<file path="config.mk">
export PLATFORM = sky130hd
export DESIGN_NAME = fir_out_fmt
export DESIGN_NICKNAME = d
export VERILOG_FILES = /design/src/rtl/fir_out_fmt.sv
export SDC_FILE = /design/constraint.sdc
export NUM_CORES = 1
export LEC_CHECK = 0
export ABC_AREA = 1
export CELL_PAD_IN_SITES_DETAIL_PLACEMENT = 1
export CELL_PAD_IN_SITES_GLOBAL_PLACEMENT = 2
export CORE_ASPECT_RATIO = 0.5
export CORE_MARGIN = 8
export CORE_UTILIZATION = 31
export CTS_CLUSTER_DIAMETER = 50
export DETAILED_ROUTE_END_ITERATION = 8
export HOLD_SLACK_MARGIN = 0.06
export PLACE_DENSITY_LB_ADDON = 0.1
export SYNTH_ARGS = -nofsm -noshare
export SYNTH_HDL_FRONTEND = slang
export SYNTH_SLANG_ARGS = --single-unit
</file>
<file path="constraint.sdc">
create_clock -name clk -period 2.3 [get_ports clk]
set_clock_uncertainty 0.1 [all_clocks]
set_input_delay 0.46 -clock clk [delete_from_list [all_inputs] [get_ports clk]]
set_output_delay 0.46 -clock clk [all_outputs]
set_load 0.05 [all_outputs]
</file>
<file path="src/rtl/fir_out_fmt.sv">
// Output formatter behind the symmetric FIR: drops warm-up samples, rounds and saturates,
// optionally decimates, and buffers words in a first-word-fall-through FIFO.
module fir_out_fmt #(
    parameter int IN_W   = 33,
    parameter int OUT_W  = 16,
    parameter int SHIFT  = 16,
    parameter int DEC    = 1,
    parameter int WARMUP = 5,
    parameter int DEPTH  = 4
) (
    input  logic                    clk,
    input  logic                    rst,
    input  logic                    ce,
    input  logic signed [IN_W-1:0]  y_in,
    output logic signed [OUT_W-1:0] out_data,
    output logic                    out_valid,
    input  logic                    out_ready,
    output logic                    sat_flag,
    output logic                    ovf_flag,
    input  logic                    clr_flags
);

    localparam int SUM_W = IN_W + 1;
    localparam int WU_W  = (WARMUP > 0) ? $clog2(WARMUP + 1) : 1;
    localparam int DC_W  = (DEC > 1) ? $clog2(DEC) : 1;
    localparam int PTR_W = (DEPTH > 1) ? $clog2(DEPTH) : 1;
    localparam int CNT_W = $clog2(DEPTH + 1);

    localparam logic [WU_W-1:0]  WU_MAX   = WU_W'(WARMUP);
    localparam logic [WU_W-1:0]  WU_ONE   = WU_W'(1'b1);
    localparam logic [DC_W-1:0]  DC_MAX   = DC_W'(DEC - 1);
    localparam logic [DC_W-1:0]  DC_ONE   = DC_W'(1'b1);
    localparam logic [DC_W-1:0]  DC_ZERO  = {DC_W{1'b0}};
    localparam logic [PTR_W-1:0] PTR_ONE  = PTR_W'(1'b1);
    localparam logic [CNT_W-1:0] CNT_ONE  = CNT_W'(1'b1);
    localparam logic [CNT_W-1:0] CNT_ZERO = {CNT_W{1'b0}};
    localparam logic [CNT_W-1:0] CNT_FULL = CNT_W'(DEPTH);

    localparam logic [SUM_W-1:0] SUM_ONE = {{(SUM_W-1){1'b0}}, 1'b1};
    localparam logic signed [SUM_W-1:0] RND =
        (SHIFT > 0) ? $signed(SUM_ONE << ((SHIFT > 0) ? SHIFT - 1 : 0)) : $signed({SUM_W{1'b0}});
    localparam logic signed [SUM_W-1:0] SAT_HI = $signed({{(SUM_W-OUT_W+1){1'b0}}, {(OUT_W-1){1'b1}}});
    localparam logic signed [SUM_W-1:0] SAT_LO = $signed({{(SUM_W-OUT_W+1){1'b1}}, {(OUT_W-1){1'b0}}});

    logic                    ce_d_r;
    logic [WU_W-1:0]         wu_cnt_r;
    logic [DC_W-1:0]         dec_cnt_r;
    logic                    fmt_v_r;
    logic [OUT_W-1:0]        fmt_q_r;
    logic [OUT_W-1:0]        mem_r [DEPTH];
    logic [PTR_W-1:0]        wr_ptr_r;
    logic [PTR_W-1:0]        rd_ptr_r;
    logic [CNT_W-1:0]        count_r;
    logic                    out_valid_r;
    logic                    sat_flag_r;
    logic                    ovf_flag_r;

    logic signed [SUM_W-1:0] sum_s;
    logic signed [SUM_W-1:0] rnd_s;
    logic [OUT_W-1:0]        word_s;
    logic                    clip_s;
    logic                    warm_s;
    logic                    keep_s;
    logic                    full_s;
    logic                    pop_s;
    logic                    push_ok_s;
    logic                    ovf_set_s;
    logic                    sat_set_s;
    logic [CNT_W-1:0]        count_nxt_s;

    // Round half toward +inf in one extra bit, then clip to the output range.
    always_comb begin
        sum_s  = $signed({y_in[IN_W-1], y_in}) + RND;
        rnd_s  = sum_s >>> SHIFT;
        word_s = rnd_s[OUT_W-1:0];
        clip_s = 1'b0;
        if (rnd_s > SAT_HI) begin
            word_s = SAT_HI[OUT_W-1:0];
            clip_s = 1'b1;
        end else if (rnd_s < SAT_LO) begin
            word_s = SAT_LO[OUT_W-1:0];
            clip_s = 1'b1;
        end else begin
            word_s = rnd_s[OUT_W-1:0];
            clip_s = 1'b0;
        end
    end

    // Sample qualification and FIFO bookkeeping.
    always_comb begin
        warm_s    = (wu_cnt_r == WU_MAX);
        keep_s    = ce_d_r & warm_s & (dec_cnt_r == DC_ZERO);
        sat_set_s = keep_s & clip_s;
        full_s    = (count_r == CNT_FULL);
        pop_s     = out_valid_r & out_ready;
        push_ok_s = fmt_v_r & (~full_s | pop_s);
        ovf_set_s = fmt_v_r & full_s & ~pop_s;
        case ({push_ok_s, pop_s})
            2'b10:   count_nxt_s = count_r + CNT_ONE;
            2'b01:   count_nxt_s = count_r - CNT_ONE;
            default: count_nxt_s = count_r;
        endcase
    end

    // Sample intake: fresh-sample detect, warm-up discard, decimation, format register.
    always_ff @(posedge clk) begin
        if (!rst) begin
            ce_d_r    <= 1'b0;
            wu_cnt_r  <= {WU_W{1'b0}};
            dec_cnt_r <= DC_ZERO;
            fmt_v_r   <= 1'b0;
            fmt_q_r   <= {OUT_W{1'b0}};
        end else begin
            ce_d_r  <= ce;
            fmt_v_r <= keep_s;
            if (keep_s) begin
                fmt_q_r <= word_s;
            end else begin
                fmt_q_r <= fmt_q_r;
            end
            if (ce_d_r && !warm_s) begin
                wu_cnt_r <= wu_cnt_r + WU_ONE;
            end else begin
                wu_cnt_r <= wu_cnt_r;
            end
            if (ce_d_r && warm_s) begin
                dec_cnt_r <= (dec_cnt_r == DC_MAX) ? DC_ZERO : dec_cnt_r + DC_ONE;
            end else begin
                dec_cnt_r <= dec_cnt_r;
            end
        end
    end

    // FIFO storage and pointers; the slot freed by a pop may be refilled on the same edge.
    always_ff @(posedge clk) begin
        if (!rst) begin
            for (int i = 0; i < DEPTH; i++) begin
                mem_r[i] <= {OUT_W{1'b0}};
            end
            wr_ptr_r    <= {PTR_W{1'b0}};
            rd_ptr_r    <= {PTR_W{1'b0}};
            count_r     <= CNT_ZERO;
            out_valid_r <= 1'b0;
        end else begin
            if (push_ok_s) begin
                mem_r[wr_ptr_r] <= fmt_q_r;
                wr_ptr_r        <= wr_ptr_r + PTR_ONE;
            end else begin
                wr_ptr_r <= wr_ptr_r;
            end
            if (pop_s) begin
                rd_ptr_r <= rd_ptr_r + PTR_ONE;
            end else begin
                rd_ptr_r <= rd_ptr_r;
            end
            count_r     <= count_nxt_s;
            out_valid_r <= (count_nxt_s != CNT_ZERO);
        end
    end

    // Sticky flags; a set event on the clearing edge keeps the flag high.
    always_ff @(posedge clk) begin
        if (!rst) begin
            sat_flag_r <= 1'b0;
            ovf_flag_r <= 1'b0;
        end else begin
            sat_flag_r <= sat_set_s | (sat_flag_r & ~clr_flags);
            ovf_flag_r <= ovf_set_s | (ovf_flag_r & ~clr_flags);
        end
    end

    assign out_data  = $signed(mem_r[rd_ptr_r]);
    assign out_valid = out_valid_r;
    assign sat_flag  = sat_flag_r;
    assign ovf_flag  = ovf_flag_r;

endmodule
</file>
==> impl_metrics.tcl, run 1 <==
set metrics [dict create \
    antenna_found_initial 0 \
    finalWirelength_um 11800 \
    slew_headroom_pct 63.2 \
    holdBufCountCts 0 \
    rsz0062_at_grt "no" \
    layout_commonest_cell "nor2_1" \
    cp_common_cell "buf_4" \
    fin_area_sq_um 5850 \
    cp_slowest_cell "dfxtp_1" \
    r2r_slack_ns 0.38 \
    num-fill-cells 1698 \
    grt_pass1_vias 3627 \
    path_max_fanout 32 \
    clk_pin_slew_ns 0.07 \
    yosysSeqAreaShare_pct 55.7 \
    clock_latency_ns 0.33 \
    utilization_pct 40.2 \
    netlist_area_sq_um 4630 \
    fp-row-count 31 \
    placed_cells 778 \
    required_ns 1.74 \
    hp-class "reg2reg" \
    grt_max_degree 33 \
    multi_input_area_sq_um 1720 \
    cts_root_buffer "clkbuf_16" \
    dieHeight_um 102 \
    drt_iter0_markers 114 \
    synth_seq_cells 97 \
    slew_violations 0 \
    port_buffers 41 \
    remaining_drc_errors 0 \
    grt_usage_pct 12.8 \
    setup_viol 0 \
    numCtsBuffers 9 \
    cts_tree "done" \
    use_met1_pct 18.1 \
    grtUsageMet2_pct 19.7 \
    fin_nets 634 \
    crit_path_end_kind "output port" \
    wl_per_cell_um 14.8 \
    vias 3482 \
    post-route-min-period_ns 2.14 \
    ios 57 \
    outcome "complete, no violations" \
    htreeDepth 3 \
    fp.dieW_um 189 \
    dieArea_sq_um 19400 \
    drive_above_1_share_pct 22.1 \
    yosysWarnings 0 \
    start_util_pct 31.9 \
    cts_sinks 97 \
    synth_cell_types 32 \
    viasPerCell 4.39 \
    dp_hpwl_um 8270 \
    met3_usage_pct 2.72 \
    path_buf_inv 3 \
    synth_area_per_cell_sq_um 9.08 \
    slowest_delay_ns 0.33 \
    synth_fp_nets 553 \
    startpoint_type "flop" \
    final_cells 794 \
    grt_pass1_wl_um 19400 \
    crit_chain "inv_1 -> buf_4 -> o21ai_0 -> o22ai_1 -> buf_4" \
    cts_setup_buffers 0 \
    ant_nets 0 \
    clk_path_buf_depth 2 \
    tightestPinTransition_ns 0.551 \
    dr.pass1.iters 4 \
    design.core.area_sq_um 14500 \
    min_period_over_period_pct 93.2 \
    n_antenna_cell 0 \
    crit_arrival_ns 1.58 \
    regArea_sq_um 2580 \
    p_per_area_nw_per_um2 623 \
    syn_to_final_growth_pct 26.2 \
    hold_viol_final 0 \
    ir_drop_mv 0.277 \
    crit_family "buffers and inverters" \
    crit_type "reg2out" \
    top_usage_layer "met2" \
    p_leak_uw 0.00228 \
    drv_cap 0 \
    layout_common_cells "nor2_1 (117), edfxtp_1 (64), inv_1 (60), buf_4 (60), nand2_1 (50)" \
    netlist_instances 510 \
    dpl_cell_area_sq_um 5560 \
    grt_overflow 0 \
    fmax_ghz 0.466 \
    gp_congestion 0.724 \
]
logic make-up after synthesis:
logic type,after synthesis,synth area share (%)
simple gates,228,22.5
flops,97,55.7
compound gates,83,9.83
buf+inv,82,7.56
xor+xnor,15,2.84
fa+ha+maj,5,1.51
through the flow:
stage	setup slack [ns]	setup TNS [ns]	hold slack (ns)	total power [uW]
3_5_place_dp	-0.203	-5.89	0.364	2240
6_report	0.156	0	0.378	3650
4_1_cts	0.112	0	0.379	3700
2_1_floorplan	0.0575	0	0.344	2090
5_1_grt	0.00188	0	0.404	3800
3_3_place_gp	-0.196	-5.32	0.358	2240
metal layers:
layer  up-vias  share of wire (%)
met5         -                  0
met4         0               0.83
met3         7                2.7
met2        42                 42
met1      1615                 55
li1       1818                  -
worst paths after layout:
check              start     endpoint  cells past startpoint
max                 flop  out_data[4]                      5
min          rd_ptr_r[0]  rd_ptr_r[0]                      1
max reg2reg   count_r[0]    out_valid                     11
min reg2reg  rd_ptr_r[0]  rd_ptr_r[0]                      1
layout make-up:
cell class,count,share of cell area [%]
flip-flops and latches,97,44.1
multi-input cells,331,29.4
repair buffers,89,13.3
well taps,198,4.24
inverters,63,4.04
clock buffers,9,3.85
clock inverters,7,0.984
synth_stat cells, drive strengths merged:
library cell / n / share of area [%]
xor2: 8 / 1.5
a21oi: 22 / 2.5
edfxtp: 64 / 41
nand2: 77 / 7.9
ha: 4 / 1.1
xnor2: 7 / 1.3
o22ai: 17 / 2.3
inv: 63 / 5.1
o21ai: 39 / 4.3
o211ai: 1 / 0.16
nor3: 1 / 0.11
o31ai: 2 / 0.32
buf: 5 / 1.3
dfxtp: 33 / 14
nand4: 1 / 0.14
nand3: 22 / 3.3
nor2: 126 / 11
nand3b: 1 / 0.16
a31oi: 1 / 0.14
clkbuf: 14 / 1.1
o21bai: 1 / 0.16
fa: 1 / 0.43
flip-flops by register name, summed over array words and instances (netlist names), named ones only:
name / count
mem_r: 64
fmt_q_r: 16
count_r: 3
wu_cnt_r: 3
rd_ptr_r: 2
wr_ptr_r: 2
ce_d_r: 1
fmt_v_r: 1
out_valid: 1
ovf_flag: 1
sat_flag: 1
repair_timing:
item                                    4_1_cts  5_1_grt
hold endpoints to repair                      0        0
endpoints found under the setup margin        0        3
resized for setup                             0        3
power by group:
group          internal [uW]  switching [uW]  total [uW]
Sequential              1890            11.6        1900
Clock                    754             699        1450
Combinational            121             170         291
Total                   2770             880        3650
Power figures use the tool's default switching activity.
==> inputs of run 2 (changes only) <==
Clock period 2.3 ns to 1.7 ns, I/O delays scaled along.
==> impl_metrics.tcl, run 2 (same netlist as run 1, synthesis figures left out) <==
set metrics [dict create \
    crit_path_end_kind "output port" \
    startpoint_type "flop" \
    regArea_sq_um 2590 \
    fp.dieW_um 189 \
    ant_nets 0 \
    drive_above_1_share_pct 51.0 \
    place_ws_ns -0.671 \
    multi_input_area_sq_um 2760 \
    port_buffers 41 \
    hp-class "in2reg" \
    top_regs "mem_r x64, fmt_q_r x16" \
    holdBufCountCts 0 \
    slowest_delay_ns 0.38 \
    crit_arrival_ns 1.51 \
    antenna_found_initial 0 \
    drv_cap 0 \
    n_antenna_cell 0 \
    path_buf_inv 4 \
    ios 57 \
    fp-row-count 31 \
    setup_viol 133 \
    total_power_uw 5160 \
    p_leak_uw 0.00287 \
    layout_commonest_cell "edfxtp_1" \
    slew_headroom_pct 68.8 \
    dieArea_sq_um 19400 \
    start_util_pct 31.9 \
    grt_usage_pct 15.4 \
    clk_path_buf_depth 2 \
    grt_max_degree 25 \
    dieHeight_um 102 \
    r2r-start "count_r[0]" \
    num-fill-cells 1545 \
    final_cells 843 \
    required_ns 1.26 \
    wl_per_cell_um 18.0 \
    setup_ws_ns -0.255 \
    path_max_fanout 6 \
    r2r_cells 11 \
    cp-endpoint "out_data[12]" \
    clk_pin_slew_ns 0.07 \
    cts_tree "done" \
    numCtsBuffers 9 \
    largest_reg_flops 64 \
    hold_viol_final 0 \
    worst-path-stages 6 \
    remaining_drc_errors 0 \
    cts_root_buffer "clkbuf_16" \
    grt_overflow 0 \
    clock_latency_ns 0.35 \
    grt_pass1_wl_um 22700 \
    design.core.area_sq_um 14500 \
    regMostFlops "mem_r" \
    reg2reg_to "mem_r[1][8]" \
    ir_drop_mv 0.486 \
    min_period_over_period_pct 115 \
    layout_common_cells "edfxtp_1 (64), buf_4 (60), inv_1 (54), nor2_4 (54), nand2_1 (46)" \
    crit_chain "buf_8 -> buf_12 -> buf_16 -> nor2_4 -> o22ai_4 -> buf_6" \
    crit_type "reg2out" \
    vias 3936 \
    fmax_ghz 0.512 \
    rsz0062_at_grt "yes" \
    syn_to_final_growth_pct 66.1 \
    htreeDepth 3 \
    grt_pass1_vias 4083 \
    fin_nets 683 \
    post-route-min-period_ns 1.95 \
    violations "negative setup slack" \
    finalWirelength_um 15200 \
    outcome "finished, violations left" \
    tightestPinTransition_ns 0.468 \
    utilization_pct 52.9 \
    dpl_cell_area_sq_um 5920 \
    r2r_slack_ns -0.25 \
    crit_family "buffers and inverters" \
    dr.pass1.iters 4 \
    placed_cells 786 \
    fin_area_sq_um 7690 \
    drt_iter0_markers 170 \
    cp_slowest_cell "dfxtp_4" \
    gp_congestion 0.708 \
    viasPerCell 4.67 \
    p_per_area_nw_per_um2 670 \
    dp_hpwl_um 8840 \
    cts_sinks 97 \
    slew_violations 0 \
]
==> run 2: stage by stage <==
step	hold slack [ns]	TNS (ns)
finish	0.385	-24.82
global route	0.418	-34.97
CTS	0.388	-7.40
detailed placement	0.378	-71.92
global placement	0.358	-68.67
floorplan	0.338	-5.71
==> run 2: repair_timing <==
| item | 4_1_cts | 5_1_grt |
|---|---|---|
| setup endpoints to repair | 132 | 150 |
| gates cloned | 11 | 5 |
| gates resized for setup | 194 | 115 |
| pin swaps | 36 | 38 |
| hold endpoints to repair | 0 | 0 |
| setup buffers | 22 | 5 |
==> run 2: final cells by class <==
type / instances / area share [%]
Tap cell: 198 / 3.22
Clock buffer: 10 / 2.98
Multi-Input combinational cell: 336 / 35.9
Clock inverter: 6 / 0.959
Timing Repair Buffer: 133 / 20.0
Inverter: 63 / 3.24
Sequential cell: 97 / 33.7
==> run 2: power by group <==
part,switching (uW),internal (uW)
sequential,33.5,2560
clock,938,1160
combinational,271,196
total,1240,3920
==> run 2: worst register-to-register path, delay by kind of cell (launching register included) <==
family        cells  cell delay, ns
buf+inv           6            0.78
flops             1            0.35
simple gates      5            0.58
==> run 2: worst min path at each step <==
stage                     start           to  slack (ns)  depth (start not counted)
floorplan                    ce       ce_d_r        0.34                          2
global placement    rd_ptr_r[0]  rd_ptr_r[0]        0.36                          1
detailed placement  rd_ptr_r[0]  rd_ptr_r[0]        0.38                          1
CTS                 rd_ptr_r[0]  rd_ptr_r[0]        0.39                          1
global route        rd_ptr_r[0]         flop        0.42                          1
finish                 y_in[16]   fmt_q_r[0]        0.39                          6
==> run 2: layer usage <==
layer / track usage (%) / up-vias / routed length [um]
met5: 0 / - / 0
met4: 5.31 / 0 / 166
met3: 3.13 / 11 / 545
met2: 25.1 / 65 / 7100
met1: 20.2 / 1912 / 7380
li1: - / 1948 / -
==> inputs of run 3 (changes only) <==
Settings changed: CAP_MARGIN set to 20, REMOVE_ABC_BUFFERS set to 1.
==> impl_metrics.tcl, run 3 (same netlist as run 1, synthesis figures left out) <==
set metrics [dict create \
    layout_common_cells "edfxtp_1 (64), buf_4 (63), inv_1 (55)" \
    p_leak_uw 0.00289 \
    grt_pass1_wl_um 23200 \
    drt_iter0_markers 193 \
    design.core.area_sq_um 14500 \
    top_regs "mem_r x64, fmt_q_r x16" \
    gp_congestion 0.730 \
    viasPerCell 4.66 \
    crit_path_end_kind "flop" \
    dieArea_sq_um 19400 \
    dieHeight_um 102 \
    clk_pin_slew_ns 0.08 \
    dr.pass1.iters 4 \
    r2r_slack_ns -0.30 \
    min_period_over_period_pct 118 \
    grt_usage_pct 15.7 \
    regMostFlops "mem_r" \
    holdWs_ns 0.390 \
    placed_cells 790 \
    fmax_ghz 0.499 \
    cts_tree "done" \
    drv_cap 0 \
    slew_violations 0 \
    syn_to_final_growth_pct 62.1 \
    place_ws_ns -0.713 \
    fp-row-count 31 \
    cp-startpoint "out_valid" \
    drive_above_1_share_pct 48.0 \
    outcome "finished, violations left" \
    violations "negative setup slack" \
    start_util_pct 31.9 \
    crit_type "reg2reg" \
    slew_headroom_pct 74.2 \
    hold_viol_final 0 \
    path_max_fanout 8 \
    wl_per_cell_um 18.8 \
    antenna_found_initial 0 \
    n_antenna_cell 0 \
    vias 3965 \
    grt_max_degree 25 \
    remaining_drc_errors 0 \
    numCtsBuffers 9 \
    htreeDepth 3 \
    cts_sinks 97 \
    required_ns 1.82 \
    layout_commonest_cell "edfxtp_1" \
    port_buffers 41 \
    post-route-min-period_ns 2.00 \
    setup_viol 133 \
    fp.dieW_um 189 \
    rsz0062_at_grt "yes" \
    grt_pass1_vias 4131 \
    final_cells 850 \
    startpoint_type "flop" \
    fin_nets 690 \
    largest_reg_flops 64 \
    tightestPinTransition_ns 0.387 \
    ir_drop_mv 0.424 \
    holdBufCountCts 0 \
    r2r_cells 12 \
    ant_nets 0 \
    ios 57 \
    setup_ws_ns -0.303 \
    r2r-start "out_valid" \
    reg2reg_to "mem_r[0][8]" \
    cts_root_buffer "clkbuf_16" \
    crit_arrival_ns 2.12 \
    finalWirelength_um 16000 \
    p_per_area_nw_per_um2 673 \
    clk_path_buf_depth 2 \
    dp_hpwl_um 8870 \
    hp-class "reg2reg" \
    grt_overflow 0 \
    cp-endpoint "mem_r[0][8]" \
    clock_latency_ns 0.34 \
]
run 3: power by group:
part	internal [uW]	switching, uW
Clock	1010	959
Combinational	211	281
Sequential	2560	31.0
run 3: how the worst min path moves through the flow:
stage           startpoint  slack [ns]  depth (start not counted)     endpoint
5_1_grt        rd_ptr_r[0]        0.41                          1  rd_ptr_r[0]
2_1_floorplan          rst        0.33                          2       ce_d_r
6_report       rd_ptr_r[0]        0.39                          1  rd_ptr_r[0]
3_3_place_gp   rd_ptr_r[0]        0.35                          1  rd_ptr_r[0]
3_5_place_dp   rd_ptr_r[0]        0.37                          1  rd_ptr_r[0]
4_1_cts        rd_ptr_r[0]        0.39                          1  rd_ptr_r[0]
run 3: worst max-delay path: stages, from the launching register on:
cell and delay [ns]:
dfxtp_2 0.34, nand2_2 0.05, nand4_1 0.13, nand2_2 0.10, buf_4 0.14, buf_6 0.11
nor2_4 0.13, inv_2 0.07, nor2_4 0.19, nand2_4 0.10, buf_6 0.16, buf_12 0.15
nor2_4 0.09
run 3: repair_timing:
| action | CTS | global route |
|---|---|---|
| setup buffers | 23 | 12 |
| endpoints found under the setup margin | 133 | 166 |
| gates cloned | 9 | 6 |
| resized for setup | 158 | 133 |
| pin swaps | 40 | 35 |
run 3: stage by stage:
step	power, uW	TNS (ns)	utilization, %	instance area [sq um]
global placement	3030	-63.82	39.1	5690
detailed placement	3040	-71.56	39.1	5690
floorplan	2810	-69.64	-	4520
CTS	5060	-17.64	46.7	6790
finish	5050	-29.88	51.6	7510
global route	5220	-39.51	51.6	7510
run 3: area by class of cell:
cell class | count | area (sq um)
clock inverter | 6 | 48.8
sequential | 97 | 2590
timing repair buffer | 143 | 1690
clock buffer | 10 | 229
inverter | 63 | 249
tap | 198 | 248
fill | 1566 | 7040
multi-input combinational | 333 | 2460
run 3: routing by layer:
metal | GRT usage, % | routed length [um]
met1 | 20.4 | 7470
met2 | 25.5 | 7620
met3 | 3.88 | 685
met4 | 5.07 | 244
met5 | 0 | 0
